## src/rtl/stopwatch_ctrl_pkg.sv

```systemverilog
// -----------------------------------------------------------------------------
// stopwatch_ctrl_pkg
// Shared definitions for the stopwatch control path: the 2-bit FSM state
// width and the IDLE/RUN/PAUSE/LAP encodings that are also driven onto the
// state LEDs. Also holds a small helper that tells whether a state lets the
// seconds prescaler run.
// -----------------------------------------------------------------------------
package stopwatch_ctrl_pkg;

  localparam int STATE_W = 2;

  typedef enum logic [STATE_W-1:0] {
    IDLE  = 2'd0,
    RUN   = 2'd1,
    PAUSE = 2'd2,
    LAP   = 2'd3
  } sw_state_e;

  // The counter keeps advancing in LAP; only the display is frozen there.
  function automatic logic is_counting(input sw_state_e s);
    return (s == RUN) || (s == LAP);
  endfunction

endpackage

```

## src/rtl/stopwatch_ctrl_key_edge.sv

```systemverilog
// -----------------------------------------------------------------------------
// stopwatch_ctrl_key_edge
// Brings one raw active-low push-button into the clock domain with a two-flop
// synchronizer, keeps one history flop behind it, and emits a registered
// single-cycle press pulse on each falling edge (key going down). A held key
// yields exactly one pulse; releasing a key yields none.
//
// Ports:
//   clock  in   system clock, rising edge
//   reset  in   synchronous, active-low; all flops read as "key released"
//   key_n  in   raw button, active-low, asynchronous to clock
//   press  out  one-cycle pulse, high from edge t+2 to t+3 where t is the
//               first edge that samples key_n low
// -----------------------------------------------------------------------------
module stopwatch_ctrl_key_edge (
  input  logic clock,
  input  logic reset,
  input  logic key_n,
  output logic press
);

  logic sync_p0;
  logic sync_p1;
  logic hist_p2;

  // Stage p0/p1: metastability guard; p2: history for edge detection.
  // Press is registered so the FSM sees a clean, glitch-free pulse.
  always_ff @(posedge clock) begin
    if (!reset) begin
      sync_p0 <= 1'b1;
      sync_p1 <= 1'b1;
      hist_p2 <= 1'b1;
      press   <= 1'b0;
    end else begin
      sync_p0 <= key_n;
      sync_p1 <= sync_p0;
      hist_p2 <= sync_p1;
      press   <= hist_p2 & ~sync_p1;
    end
  end

endmodule

```

## src/rtl/stopwatch_ctrl.sv

```systemverilog
// -----------------------------------------------------------------------------
// stopwatch_ctrl
// Control FSM for the seconds-counter / BCD display path. Turns the start/stop
// and lap/clear buttons into commands, generates the once-per-TICK_DIV count
// enable for the external counter, and chooses between the live count and a
// frozen lap value for the display chain.
//
// Parameters:
//   N         width of count_q / disp_value
//   TICK_DIV  clock cycles per count tick
//
// Ports:
//   clock       in   system clock, rising edge
//   reset       in   synchronous, active-low
//   key_ss_n    in   raw start/stop button, active-low
//   key_lap_n   in   raw lap/clear button, active-low
//   count_q     in   current external counter value
//   count_en    out  registered one-cycle count tick
//   count_clr   out  registered one-cycle counter clear
//   disp_value  out  lap_reg while frozen, otherwise count_q (combinational)
//   frozen      out  high in LAP
//   state       out  FSM state for the LEDs
// -----------------------------------------------------------------------------
module stopwatch_ctrl
  import stopwatch_ctrl_pkg::*;
#(
  parameter int N        = 10,
  parameter int TICK_DIV = 50000000
) (
  input  logic               clock,
  input  logic               reset,
  input  logic               key_ss_n,
  input  logic               key_lap_n,
  input  logic [N-1:0]       count_q,
  output logic               count_en,
  output logic               count_clr,
  output logic [N-1:0]       disp_value,
  output logic               frozen,
  output logic [STATE_W-1:0] state
);

  localparam int PRE_W = (TICK_DIV > 1) ? $clog2(TICK_DIV) : 1;
  localparam logic [PRE_W-1:0] PRE_LAST = PRE_W'(TICK_DIV - 1);
  localparam logic [PRE_W-1:0] PRE_ONE  = PRE_W'(1);

  logic ss_press;
  logic lap_press;

  stopwatch_ctrl_key_edge u_key_ss (
    .clock (clock),
    .reset (reset),
    .key_n (key_ss_n),
    .press (ss_press)
  );

  stopwatch_ctrl_key_edge u_key_lap (
    .clock (clock),
    .reset (reset),
    .key_n (key_lap_n),
    .press (lap_press)
  );

  sw_state_e        state_q;
  sw_state_e        state_d;
  logic [PRE_W-1:0] pre_q;
  logic [PRE_W-1:0] pre_d;
  logic [N-1:0]     lap_reg;
  logic             clr_d;
  logic             tick_d;
  logic             capture;
  logic             pre_zero;
  logic             ss_go;
  logic             lap_go;
  logic             counting;

  // Start/stop has priority: a lap press landing in the same cycle is dropped.
  assign ss_go    = ss_press;
  assign lap_go   = lap_press & ~ss_press;
  assign counting = is_counting(state_q);

  always_comb begin
    state_d  = state_q;
    clr_d    = 1'b0;
    capture  = 1'b0;
    pre_zero = 1'b0;
    case (state_q)
      IDLE: begin
        if (ss_go) begin
          state_d = RUN;
        end else if (lap_go) begin
          clr_d = 1'b1;
        end
      end
      RUN: begin
        if (ss_go) begin
          state_d = PAUSE;
        end else if (lap_go) begin
          state_d = LAP;
          capture = 1'b1;
        end
      end
      LAP: begin
        if (ss_go) begin
          state_d = PAUSE;
        end else if (lap_go) begin
          state_d = RUN;
        end
      end
      PAUSE: begin
        if (ss_go) begin
          state_d = RUN;
        end else if (lap_go) begin
          state_d  = IDLE;
          clr_d    = 1'b1;
          pre_zero = 1'b1;
        end
      end
      default: begin
        state_d = IDLE;
      end
    endcase
  end

  // Prescaler runs off the current state, so the edge that leaves RUN/LAP
  // still advances it; PAUSE then holds the partial second. Clears come only
  // from non-counting states, so count_en and count_clr can never coincide.
  always_comb begin
    tick_d = 1'b0;
    pre_d  = pre_q;
    if (pre_zero) begin
      pre_d = '0;
    end else if (counting) begin
      if (pre_q == PRE_LAST) begin
        pre_d  = '0;
        tick_d = 1'b1;
      end else begin
        pre_d = pre_q + PRE_ONE;
      end
    end
  end

  // Control/state registers; reset aborts any pending tick or clear.
  always_ff @(posedge clock) begin
    if (!reset) begin
      state_q   <= IDLE;
      pre_q     <= '0;
      lap_reg   <= '0;
      count_en  <= 1'b0;
      count_clr <= 1'b0;
    end else begin
      state_q   <= state_d;
      pre_q     <= pre_d;
      count_en  <= tick_d;
      count_clr <= clr_d;
      if (capture) begin
        lap_reg <= count_q;
      end
    end
  end

  assign frozen     = (state_q == LAP);
  assign disp_value = frozen ? lap_reg : count_q;
  assign state      = state_q;

endmodule

```

## config.mk

```make
export PLATFORM = sky130hd
export DESIGN_NAME = stopwatch_ctrl
export DESIGN_NICKNAME = d
export VERILOG_FILES = /design/src/rtl/stopwatch_ctrl_pkg.sv /design/src/rtl/stopwatch_ctrl_key_edge.sv /design/src/rtl/stopwatch_ctrl.sv
export SDC_FILE = /design/constraint.sdc
export NUM_CORES = 1
export LEC_CHECK = 0
export ABC_AREA = 1
export CAP_MARGIN = 20
export CELL_PAD_IN_SITES_DETAIL_PLACEMENT = 1
export CELL_PAD_IN_SITES_GLOBAL_PLACEMENT = 2
export CORE_ASPECT_RATIO = 2
export CORE_UTILIZATION = 27
export DETAILED_ROUTE_END_ITERATION = 8
export PLACE_DENSITY = 0.79
export SYNTH_ARGS = -nofsm -noshare
export SYNTH_HDL_FRONTEND = slang
export SYNTH_SLANG_ARGS = --single-unit
export TNS_END_PERCENT = 50
```

## constraint.sdc

```tcl
create_clock -name clock -period 1.3 [get_ports clock]
set_input_delay 0.26 -clock clock [delete_from_list [all_inputs] [get_ports clock]]
set_output_delay 0.26 -clock clock [all_outputs]
set_load 0.005 [all_outputs]
```

# Word-level counts from Yosys, hierarchy flattened
# Index checks and enable logic that the tools add are counted.
dict set report word_totals {
  wordCells 52
  inputBits 14
  register_bits 48
}
dict set report op_classes {
  n_addsub 1
  n_reduce_logical 7
  mux 15
  bitwise_logic 8
  n_eq_ne 8
}
# operator count
set ops {}
lappend ops {{26-bit by 1-bit adder with 26-bit output, second input constant} 1}
lappend ops {{26-bit == test, second input constant} 1}
lappend ops {{26-bit two-way mux} 1}
lappend ops {{2-bit two-way mux} 7}
lappend ops {{10-bit two-way mux} 1}
lappend ops {{2-bit case mux with 4 select lines} 1}
lappend ops {{3-bit by 2-bit inequality test with 1-bit output, second input constant} 2}
lappend ops {{1-bit two-way mux} 5}
lappend ops {{1-bit NOT} 5}
lappend ops {{2-bit == test, second input constant} 2}
lappend ops {{4-bit AND reduction} 1}
lappend ops {{2-bit OR reduction} 2}
lappend ops {{1-bit AND} 3}
lappend ops {{3-bit by 1-bit inequality test with 1-bit output, second input constant} 1}
lappend ops {{3-bit OR reduction} 1}
lappend ops {{2-bit by 1-bit == test with 1-bit output, second input constant} 1}
lappend ops {{2-bit logical NOT} 1}
lappend ops {{2-bit by 1-bit inequality test with 1-bit output, second input constant} 1}
lappend ops {{2-bit AND reduction} 1}
lappend ops {{1-bit logical OR} 1}

# Longest topological paths before layout
dict set report logic_depth {
  word_depth 6
  ltp_mapped 9
  depth_no_buf 9
}

# Hierarchy
# From an unflattened synthesis, not the netlist that was laid out.
dict set report unflattened {
  cells_unflattened 368
  hier_area_um2 2393.5
}
# module area_per_inst_um2 seq_area_each_um2 cells_each instances
set modules_own_cells {}
lappend modules_own_cells {stopwatch_ctrl 2163.3 800.8 344 1}
lappend modules_own_cells {stopwatch_ctrl_key_edge 115.1 80.1 12 2}

# Least setup slack after synthesis
# No wires, ideal clock.
dict set report synth_path {
  path_type {reg2out}
  start {register state_q[0], in the netlist state[0]}
  end {output disp_value[0]}
  slack_ps -38
  arrival_ps 1078
  t_required_ps 1040
  path_stages_with_launch 8
  cell_sequence {dfxtp_1 buf_4 buf_2 nand2_1 inv_1 buf_2 nand2_1 nand2_1}
}
dict set report synth_between {
  elab_chain_len 2
}
# item line_no
set synth_lines {}
lappend synth_lines {{start, declared} stopwatch_ctrl.sv:63} ;# sw_state_e state_q;
lappend synth_lines {{start signal, assigned} stopwatch_ctrl.sv:151} ;# state_q <= state_d;
lappend synth_lines {{2-bit == test} stopwatch_ctrl.sv:161} ;# assign frozen = (state_q == LAP);
lappend synth_lines {{named net frozen} stopwatch_ctrl.sv:38} ;# output logic frozen,
lappend synth_lines {{10-bit two-way mux} stopwatch_ctrl.sv:162} ;# assign disp_value = frozen ? lap_reg : count_q;
lappend synth_lines {{end, declared} stopwatch_ctrl.sv:37} ;# output logic [N-1:0] disp_value,
# The timed path passes the listed nets, and every way through them passes these cells.

# Worst setup path in the final report
dict set report layout_path {
  start {register state_q[0], in the netlist state[0]}
  end {register pre_q[15]}
}
dict set report layout_between {
  elab_chain_len 3
  word_cells_on_any_way 6
  classes_between {3 x eq/ne; 1 x mux; 2 x reduce/logical}
}
# item line_no
set layout_lines {}
lappend layout_lines {{2-bit == test} stopwatch_ctrl.sv:86} ;# case (state_q)
lappend layout_lines {{1-bit two-way mux} stopwatch_ctrl.sv:86}
lappend layout_lines {{2-bit OR reduction (no line)} -}
lappend layout_lines {{end signal, assigned} stopwatch_ctrl.sv:152} ;# pre_q <= pre_d;
lappend layout_lines {{end, declared} stopwatch_ctrl.sv:65} ;# logic [PRE_W-1:0] pre_q;
# Parallel ways exist; a longest one is shown, timed or not.
# A chain may end at the register's enable or synchronous reset.

==> flow_summary.toml <==
[clocking]
cts_buffer_depth = 2
clk_latency_ps = 290
h-tree-depth = 2
cts_buffers = 5
hold_buffers = 0
clock-sinks = 48
cts_tree = "built"
clk_pin_slew_ps = 70
clk_root_buffer_cell = "clkbuf_16"

[worst_setup_path]
cp_max_fo = 6
start_kind = "flop"
critPathRequiredTime_ps = 1540
r2r-start = "state[0]$_SDFFE_PN0P_"
end_kind = "flop"
cp.arrival_ps = 1680
critical_path_class = "reg -> reg"
path_cells = "buf_6 > buf_12 > nand4_1 > nor2_4 > buf_4 > a21o_1 > inv_1 > nor2_1"
max_stage_delay_ps = 350
critPathSlowestCell = "dfxtp_2"
startpoint = "state[0]$_SDFFE_PN0P_"

[yosys]
synth.avg_cell_area_um2 = 6.644
synth_fa_ha_area_share_pct = 1.043
muxShareOfSynthArea_pct = 0
netlist_instances = 361
synth_edf_count = 0
ys_seq_area_share_pct = 40.06
synth_seq_cells = 48
ys_warn_count = 0
synthSimpleGateAreaFrac_pct = 44.24
async_flop_share_pct = 0
synth_xor_area_share_pct = 1.826
ys.flop_type = "dfxtp_1"
synth_cell_type_count = 33
synth_top_family_by_area = "simple AND/OR/NAND/NOR gates"
synth_top_area_cell = "dfxtp_1"
syn-cell-area_um2 = 2399
synthTopCellsByArea = "dfxtp_1 40%, nand2_1 14%, nor2_1 13%, inv_1 4.7%, nand3_1 4.6%"
synth_top_cell_area_share_pct = 40.06
syn_nets = 377
synth_compound_area_share_pct = 5.686

[placed_design]
place_congestion = 0.8058
post-dp-hpwl_um = 6233
portBuffers = 28

[global_route]
grt_pass1_wl_um = 13760
grt_start_max_net_pins = 17
grt_overflow = 0
antenna_found_initial = 0
track_usage_pct = 20.52
grt_pass1_vias = 2975

[pwr]
ir_drop_mv = 0.7735
power_frac_comb_pct = 8.4
leakagePower_nw = 1.618
switching_power_mw = 0.7405
seq_power_share_pct = 48.3
pwr-share-clk_pct = 43.3
p_per_area_nw_per_um2 = 778.6
swShare_pct = 24.04
internal-power_mw = 2.340

[cells_and_area]
fin_nets = 486
syn_to_final_growth_pct = 64.95
utilization_pct = 45.75
final_common_cell = "nand2_1"
drive_gt1_share_pct = 46.50
layout_common_cells = "62 x nand2_1, 61 x nor2_1, 60 x buf_4"
antenna_cells = 0
largest_reg_flops = 26

[floorplanning]
coreArea_um2 = 8648
ios = 29
die_h_um = 135.3
die_w_um = 68.65
start_util_pct = 27.73
num_rows = 48
dieArea_um2 = 9287

[detailed_routing]
firstDrtPassIters = 4
drc = 0
wl_um = 8471
drt_iter0_drc = 84
routedWlPerCell_um = 14.84
vias = 2697
viasPerCell = 4.723
antenna_left = 0

[timing]
hold_violations = 0
timing.slew.headroom_pct = 79.32
setup_viol = 40
timing.final.crit_share_pct = 110.8
slew_violations = 0
timing.fmax_mhz = 694.4
rsz0062_at_grt = "true"
worst_slack_ps = -140.1
min_period_ps = 1440
hold_ws_ps = 416.9
worst_slew_pin_slew_ps = 306.4
finClkSkew_ps = 5.483

[outcome]
status = "finished, violations left"
violations = "negative setup slack"

[flow_run]
drv_cap = 0

[hold_path]
holdCritStartpoint = "u_key_ss.sync_p0$_SDFF_PN1_"
hold_class = "reg -> reg"
[worst paths after layout]
| kind | to | slack [ps] | cells after the start |
|---|---|---|---|
| max | pre_q[15]$_SDFFE_PP0N_ | -140 | 8 |
| min | u_key_ss.sync_p1$_SDFF_PN1_ | 420 | 1 |
| max reg2reg | pre_q[15]$_SDFFE_PP0N_ | -140 | 8 |
| min reg2reg | u_key_ss.sync_p1$_SDFF_PN1_ | 420 | 1 |
[area by class of cell]
class / instances / area (um2)
clock inverter: 3 / 22.52
timing repair buffer: 109 / 930.9
fill: 1081 / 4692
inverter: 34 / 143.9
sequential: 48 / 987.2
tap: 100 / 125.1
multi-input combinational: 272 / 1622
clock buffer: 5 / 125.1
[critical path, delay by kind of cell, from the launching register on]
| kind | cells | cell delay, ps |
|---|---|---|
| AO/OA/AOI/OAI | 1 | 100 |
| AND/OR/NAND/NOR | 3 | 530 |
| flip-flops | 1 | 350 |
| buffers and inverters | 4 | 390 |
[synthesized netlist by cell type (2+ instances only)]
library cell  number
or2_2              7
nor2_2             7
a21oi_1            9
nor3_1             8
xor2_1             4
inv_2              2
nor2_4             5
nand3_1           22
inv_1             30
buf_2              3
nand2_2            8
nand4_1            3
nand2_1           92
dfxtp_1           48
ha_1               2
nor2_1            83
o21ai_0           12
[power groups by stage]
stage / Clock, mW / Sequential, mW / Combinational [mW]
floorplan: 0 / 1.53 / 0.0780
global placement: 0 / 1.52 / 0.212
detailed placement: 0 / 1.52 / 0.217
CTS: 1.37 / 1.49 / 0.260
global route: 1.42 / 1.49 / 0.284
finish: 1.33 / 1.49 / 0.258
[logic make-up (layout without fill, tap and decap cells)]
| logic type | Yosys count | in the layout |
|---|---|---|
| simple gates | 240 | 240 |
| flops | 48 | 48 |
| buf+inv | 41 | 151 |
| compound gates | 25 | 25 |
| xor+xnor | 5 | 5 |
| fa+ha+maj | 2 | 2 |
[routing by layer]
layer	share of wire, %	GRT usage (%)
met3	1.7	2.694
met2	60	41.12
met1	32	16.76
met5	0	0
met4	6.1	13.43
[repair_timing]
action | CTS | global route
endpoints found under the setup margin | 52 | 50
cloned | 2 | 0
resized for setup | 158 | 38
pin swaps | 25 | 24
buffers inserted | 10 | 3
[stage by stage]
stage                     worst slack (ps)  total power, mW  area [um2]  setup TNS, ps  std cells
after floorplan                     0.2010            1.603        2401              0        361
after global placement              -331.5            1.735        3326          -7346        552
after detailed placement            -335.8            1.742        3326          -9265        552
after CTS                           -144.3            3.122        3872          -3581        571
after global routing                -213.3            3.197        3956          -6149        571
final                               -140.1            3.080        3956          -3257        571
(Power assumes the default switching activity.)
